<file path="config.mk">
export PLATFORM = sky130hd
export DESIGN_NAME = four_12_12_st1_tap_mem_arb
export DESIGN_NICKNAME = d
export VERILOG_FILES = /design/src/rtl/four_12_12_st1_tap_mem_arb.sv
export SDC_FILE = /design/constraint.sdc
export NUM_CORES = 2
export LEC_CHECK = 0
export ABC_AREA = 1
export CAP_MARGIN = 15
export CORE_AREA = 2 2 762 764
export DETAILED_ROUTE_END_ITERATION = 6
export DIE_AREA = 0 0 764 766
export PLACE_DENSITY = 0.3
export SETUP_SLACK_MARGIN = 0.3
export SYNTH_ARGS = -nofsm -noshare
export SYNTH_HDL_FRONTEND = slang
export SYNTH_SLANG_ARGS = --single-unit
</file>
<file path="constraint.sdc">
create_clock -name clk -period 3.6 [get_ports clk]
set_input_delay 0.72 -clock clk [delete_from_list [all_inputs] [get_ports clk]]
set_output_delay 0.72 -clock clk [all_outputs]
set_load 0.005 [all_outputs]
</file>
<file path="src/rtl/four_12_12_st1_tap_mem_arb.sv">
// four_12_12 stage-1 tap memory arbiter: shares the single-port tap RAM between
// the forward read-burst path and the error-update read/write path, with burst
// ownership, round-robin ties, write-to-read turnaround and read-return routing.
// Build macro FOUR_12_12_ST1_TAP_MEM_ARB_STARVE_EN enables update-starvation preemption.
module four_12_12_st1_tap_mem_arb #(
  parameter int unsigned DATA_W       = 384,
  parameter int unsigned ADDR_W       = 5,
  parameter int unsigned LEN_W        = 5,
  parameter int unsigned STARVE_LIMIT = 16
) (
  input  logic              clk,
  input  logic              reset,
  input  logic              fwd_req,
  input  logic [ADDR_W-1:0] fwd_addr,
  input  logic [LEN_W-1:0]  fwd_len,
  output logic              fwd_gnt,
  output logic              fwd_rd_vld,
  output logic [DATA_W-1:0] fwd_rd_data,
  input  logic              upd_req,
  input  logic              upd_wr,
  input  logic [ADDR_W-1:0] upd_addr,
  input  logic [DATA_W-1:0] upd_wr_data,
  input  logic [LEN_W-1:0]  upd_len,
  output logic              upd_gnt,
  output logic              upd_rd_vld,
  output logic [DATA_W-1:0] upd_rd_data,
  output logic              mem_rd,
  output logic              mem_wr,
  output logic [ADDR_W-1:0] mem_addr,
  output logic [DATA_W-1:0] mem_wr_data,
  input  logic [DATA_W-1:0] mem_rd_data,
  output logic              busy
);

  typedef enum logic [1:0] {IDLE, FWD, UPD, GAP} state_t;

  state_t            state_q, state_d;
  logic              last_upd_q, last_upd_d;
  logic [LEN_W-1:0]  cnt_q, cnt_d;
  logic              wr_last_q, wr_last_d;
  logic              rd_pend_q, rd_tag_q;
  logic [DATA_W-1:0] fwd_hold_q, upd_hold_q;
  logic              fwd_sel, upd_sel;
  logic              ending, end_wr, end_upd;
  logic              win_fwd, win_upd;
  logic              starve_hit;

  // Round-robin tie break: the requester that did not own last wins
  assign win_fwd = fwd_req & (~upd_req | last_upd_q);
  assign win_upd = upd_req & ~win_fwd;

`ifdef FOUR_12_12_ST1_TAP_MEM_ARB_STARVE_EN
  localparam int unsigned SC_W = $clog2(STARVE_LIMIT + 1);
  logic [SC_W-1:0] starve_q;

  assign starve_hit = (state_q == FWD) & upd_req & (starve_q == SC_W'(STARVE_LIMIT - 1));

  // Count consecutive forward-owned cycles with the update path waiting
  always_ff @(posedge clk) begin
    if (reset) begin
      starve_q <= '0;
    end else if ((state_q == FWD) && upd_req && !starve_hit) begin
      starve_q <= starve_q + SC_W'(1);
    end else begin
      starve_q <= '0;
    end
  end
`else
  // Preemption absent; the limit only matters in the preemption build
  assign starve_hit = 1'b0 & (STARVE_LIMIT != 0);
`endif

  // Next-state, grant selection and burst bookkeeping
  always_comb begin
    state_d    = state_q;
    last_upd_d = last_upd_q;
    cnt_d      = cnt_q;
    wr_last_d  = wr_last_q;
    fwd_sel    = 1'b0;
    upd_sel    = 1'b0;
    ending     = 1'b0;
    end_wr     = 1'b0;
    end_upd    = last_upd_q;
    case (state_q)
      IDLE: begin
        if (win_fwd) begin
          fwd_sel = 1'b1;
          end_upd = 1'b0;
          if (fwd_len <= LEN_W'(1)) begin
            ending = 1'b1;
          end else begin
            cnt_d   = fwd_len - LEN_W'(2);
            state_d = FWD;
          end
        end else if (win_upd) begin
          upd_sel   = 1'b1;
          end_upd   = 1'b1;
          wr_last_d = upd_wr;
          if (upd_len <= LEN_W'(1)) begin
            ending = 1'b1;
            end_wr = upd_wr;
          end else begin
            cnt_d   = upd_len - LEN_W'(2);
            state_d = UPD;
          end
        end
      end
      FWD: begin
        end_upd = 1'b0;
        if (fwd_req) begin
          fwd_sel = 1'b1;
          cnt_d   = cnt_q - LEN_W'(1);
          if (cnt_q == '0) ending = 1'b1;
        end else begin
          ending = 1'b1;
        end
        if (starve_hit) ending = 1'b1;
      end
      UPD: begin
        end_upd = 1'b1;
        if (upd_req) begin
          upd_sel   = 1'b1;
          wr_last_d = upd_wr;
          cnt_d     = cnt_q - LEN_W'(1);
          if (cnt_q == '0) begin
            ending = 1'b1;
            end_wr = upd_wr;
          end
        end else begin
          ending = 1'b1;
          end_wr = wr_last_q;
        end
      end
      GAP: begin
        state_d = IDLE;
      end
      default: begin
        state_d = IDLE;
      end
    endcase
    if (ending) begin
      last_upd_d = end_upd;
      cnt_d      = '0;
      state_d    = (end_wr && fwd_req) ? GAP : IDLE;
    end
  end

  // Grants and memory drive; reset drops ownership immediately
  assign fwd_gnt     = fwd_sel & ~reset;
  assign upd_gnt     = upd_sel & ~reset;
  assign mem_rd      = fwd_gnt | (upd_gnt & ~upd_wr);
  assign mem_wr      = upd_gnt & upd_wr;
  assign mem_addr    = fwd_gnt ? fwd_addr : (upd_gnt ? upd_addr : '0);
  assign mem_wr_data = upd_gnt ? upd_wr_data : '0;
  assign busy        = (state_q != IDLE) & ~reset;

  // Read return routed by the tag of the issuing requester
  assign fwd_rd_vld  = rd_pend_q & ~rd_tag_q & ~reset;
  assign upd_rd_vld  = rd_pend_q & rd_tag_q & ~reset;
  assign fwd_rd_data = fwd_rd_vld ? mem_rd_data : fwd_hold_q;
  assign upd_rd_data = upd_rd_vld ? mem_rd_data : upd_hold_q;

  // State, ownership history, read tag pipeline and held read data
  always_ff @(posedge clk) begin
    if (reset) begin
      state_q    <= IDLE;
      last_upd_q <= 1'b1;
      cnt_q      <= '0;
      wr_last_q  <= 1'b0;
      rd_pend_q  <= 1'b0;
      rd_tag_q   <= 1'b0;
      fwd_hold_q <= '0;
      upd_hold_q <= '0;
    end else begin
      state_q    <= state_d;
      last_upd_q <= last_upd_d;
      cnt_q      <= cnt_d;
      wr_last_q  <= wr_last_d;
      rd_pend_q  <= mem_rd;
      rd_tag_q   <= upd_gnt;
      if (fwd_rd_vld) fwd_hold_q <= mem_rd_data;
      if (upd_rd_vld) upd_hold_q <= mem_rd_data;
    end
  end

endmodule
</file>
==> results summary <==
The count of distinct cell types in the synthesized netlist came out at 30. The sort of element at the end of the critical path is an output port. Counting flops with an async set or reset pin after synthesis yields a share of 0%. The end point of the critical path is mem_wr_data[213].

The core outline area came out at ~580000 um^2. The number of antenna violations at the first check in global routing is approximately 290. Row generation in the floorplan step produced 279 rows.

The final worst-path cycle share came out at 107.5%. The achievable clock frequency came out at 258.4 MHz. The startpoint identified for the worst register-to-register timing path is rd_pend_q$_SDFF_PP0_.

The via count of the first global-routing pass is about 45000. Setup repair after global routing could not meet its margin everywhere. The height of the die came out at about 770 um. The detailed-routing iteration count for the pre-antenna-repair pass is 5. The internal portion of total power came out at 26.60 mW. The largest net degree at the start of global routing is around 130. Across the VDD grid, the largest voltage drop is 0.4153 mV. After synthesis, the largest area contributor takes up 40.80% of total cell area. The max-slew violation count is 0. The dominant synthesized flop cell is dfxtp_1.

The number of endpoints with negative hold slack in the final report is 0. The routed layout has 45577 vias. The number of synthesized flops with an enable pin came out at 0.

The finished layout holds 16097 standard cells, fillers aside. Detailed routing placed a total of 214.4 mm of wire on met2. The area of the die came out at 585200 um^2. The worst setup path is of the in -> out kind. After detailed routing, the average wire length per cell comes to slightly below 30 um. The count of port buffers added during placement came out at just under 2000. The flow ran to the end, but the final reports show violations. The worst setup slack after placement came out at -0.4231 ns. In this run the register-to-register setup slack is approximately 1.5 ns. The total of endpoints with negative setup slack in the final report is between 700 and 800. The critical path starts at upd_req. The sequential cell area in the final layout came out at around 16000 um^2. The cell sitting at the root of the clock tree is a clkbuf_16. The effective utilization at floorplan came out at 6.632%. The post-route met1 wirelength is roughly 170 mm. By instance count, the leading cell after synthesis is inv_1. The endpoint of the lowest-slack register-to-register path is fwd_hold_q[185]$_SDFF_PP0_. The share of total power consumed by net switching is 36.10%. Dividing total power by cell area gives a power density of 519.5 nW/um^2. The portion of the post-synthesis area used by sequential elements came out at 40.80%. The number of nets in the synthesized netlist is 6326. The number of antenna-violating nets in the routed design came out at 0. The share of total power in the clock network came out at between 30% and 40%.

The setup slack after layout came out at -0.2703 ns. The cell count after synthesis came out at roughly 5500. The number of synthesized register bits is 779. Clock skew on the completed layout was measured at 0.05820 ns. The placed wire-length estimate after detailed placement is 406.9 mm. Data on the critical path arrives at its endpoint at 3.15 ns. The global-route wire length before repair is 567.3 mm. The layout overhead on the synthesized area came out at 109.6%. The clock latency at the later pin of the worst-skew pair is 0.86 ns.

The final critical-path required period is 3.870 ns. The path class of the tightest hold or removal check is in -> reg. The placed cell count came out at 15457. Yosys attributes the largest share of cell area to dfxtp_1 (41%), inv_1 (15%), or2_2 (12%). Clock tree synthesis found a total of just under 800 sinks. In this run the power spent charging and discharging nets is 15.03 mW.

Sorting the synthesized cells by how often they occur yields inv_1 (1562), nor2_1 (796), dfxtp_1 (779). In the global route stage, overall resource usage came out at between 10% and 20%. In this run, post-CTS hold repair placed 0 buffers. The violation count after the first detailed-route iteration came out at 2358. The H-tree was split into 3 levels. The number of cells on the worst reg-to-reg path is 13.

The congestion estimate from routability-driven global placement came to 0.9597. The width of the die came out at 764 um. The post-layout total power came out at 41.62 mW.

The number of warning messages in the yosys log is 0. The top layer reached by signal wires is met5. The overflow left after global routing is 0. The relative contribution of combinational cells to total power came out at 46.2%.

Using the TritonRoute via totals, the vias-per-cell ratio works out to 2.831. The critical path required time is 2.88 ns. For this block, the routed nets add up to 469.3 mm of wire. In the final layout, the multi-input gates occupy 15720 um^2.

The worst slew margin relative to its limit came out at 27.27%. The final net count is approximately 9000. The max-capacitance violation count came out at 0.

The fill cell instance count of the final layout came out at around 66000. The checks that failed: setup timing. The clock slew at the register clock pins of the worst setup and hold paths is 0.06 ns. The maximum fanout count along the critical path is 13. For this design the static power due to leakage is 38.70 nW. The cell type with the largest total area after synthesis is dfxtp_1. The worst setup path is launched from an input port. In this run the mean area of a mapped cell was 6.917 um^2.

In the routed design, unresolved DRC markers number 0. The I/O pin count came out at 1957. The sequential share of power came out at 23.4%.

The length of routed met3 wiring is between 50 and 60 mm. The clock passes through at most 4 buffers. The synthesized area came out at 38220 um^2. TritonCTS built the clock tree. The share of layout cells above drive strength 1 came out at 29.07%. For the pin with the worst max-slew slack, the measured transition is 1.091 ns. The CTS buffer count came out at ~120.
cell type report:
class                           count  area share, %
Timing Repair Buffer             2671          35.40
Multi-Input combinational cell   2840          19.62
Tap cell                         7727          12.07
Timing Repair inverter              1        0.01093
Clock inverter                     36         0.5622
Sequential cell                   779          19.48
Antenna cell                      290         0.9058
Clock buffer                      186          4.538
Inverter                         1567          7.410
flip-flops by register name (all words and copies together) (netlist names):
| register | cells |
|---|---|
| cnt_q | 5 |
| fwd_hold_q | 384 |
| last_upd_q | 1 |
| rd_pend_q | 1 |
| rd_tag_q | 1 |
| state_q | 2 |
| upd_hold_q | 384 |
| wr_last_q | 1 |
power groups by stage:
| stage | combinational (mW) | clock, mW | sequential [mW] |
|---|---|---|---|
| floorplan | 5.86 | 0 | 9.85 |
| global placement | 18.6 | 0 | 9.90 |
| detailed placement | 18.4 | 0 | 9.91 |
| CTS | 19.3 | 13.3 | 9.73 |
| global route | 20.7 | 13.6 | 9.82 |
| finish | 19.2 | 12.7 | 9.73 |
worst min path at each step:
stage	slack, ns	endpoint	from	cells past startpoint
after floorplan	0.42	wr_last_q$_SDFFE_PP0P_	wr_last_q$_SDFFE_PP0P_	2
after global placement	0.44	wr_last_q$_SDFFE_PP0P_	wr_last_q$_SDFFE_PP0P_	2
after detailed placement	0.44	wr_last_q$_SDFFE_PP0P_	wr_last_q$_SDFFE_PP0P_	2
after CTS	0.28	fwd_hold_q[325]$_SDFF_PP0_	mem_rd_data[325]	3
after global routing	0.35	fwd_hold_q[332]$_SDFF_PP0_	mem_rd_data[332]	3
final	0.42	fwd_hold_q[325]$_SDFF_PP0_	mem_rd_data[325]	3
through the flow:
stage          hold WS [ns]  setup TNS (ns)  area [um^2]  utilization [%]
5_1_grt              0.3506         -229.99        79500            13.79
3_3_place_gp         0.4382          -99.91        73180            12.70
3_5_place_dp         0.4418         -103.41        73180            12.70
6_report             0.4214          -77.59        80120            13.90
4_1_cts              0.2821         -251.36        78490            13.62
2_1_floorplan        0.4234               0        38220                -
layer usage:
| layer | track usage (%) | vias to the layer above |
|---|---|---|
| li1 | - | 21793 |
| met1 | 16.39 | 21130 |
| met2 | 25.27 | 1878 |
| met3 | 8.029 | 678 |
| met4 | 6.339 | 98 |
| met5 | 0 | - |
cell families after synthesis:
kind of cell,synth area share [%]
compound gates,17.99
xor+xnor,0.02292
fa+ha+maj,0.2291
buf+inv,19.51
flops,40.80
simple gates,21.45
critical path, cell delays in order:
cell and delay [ns]:
clkdlybuf4s50_1 0.52, buf_12 0.14, nand2_2 0.07, nand2_4 0.07, a21oi_4 0.06, nor3_4 0.16, bufinv_16 0.24, buf_16 0.18
buf_16 0.17, buf_4 0.15, buf_12 0.13, nor2_1 0.13, dlygate4sd2_1 0.31
cells in the final DEF (no fill, tap or decap), types with 21 or more instances in the layout:
master and n:
buf_2 85, o21ai_1 144, clkbuf_2 27, dlygate4sd2_1 83, inv_1 1480, dlymetal6s2s_1 21
nor2_1 760, buf_4 689, buf_16 38, or2_2 724, clkbuf_16 135, clkdlybuf4s50_1 1361
a211oi_1 383, a21oi_2 61, a21oi_1 332, diode_2 290, clkbuf_8 30, o21ai_0 251
or2_4 27, nand2_1 53, dfxtp_1 775, inv_2 81, buf_12 291, clkbuf_1 32
nor2_2 22, buf_6 29
what timing repair did:
action,in CTS,in global routing
cloned,22,11
pin swaps,3,4
gates resized for setup,519,544
setup buffers,37,58
setup endpoints to repair,1164,1160
No activity file was read; power rests on OpenSTA's default activity.
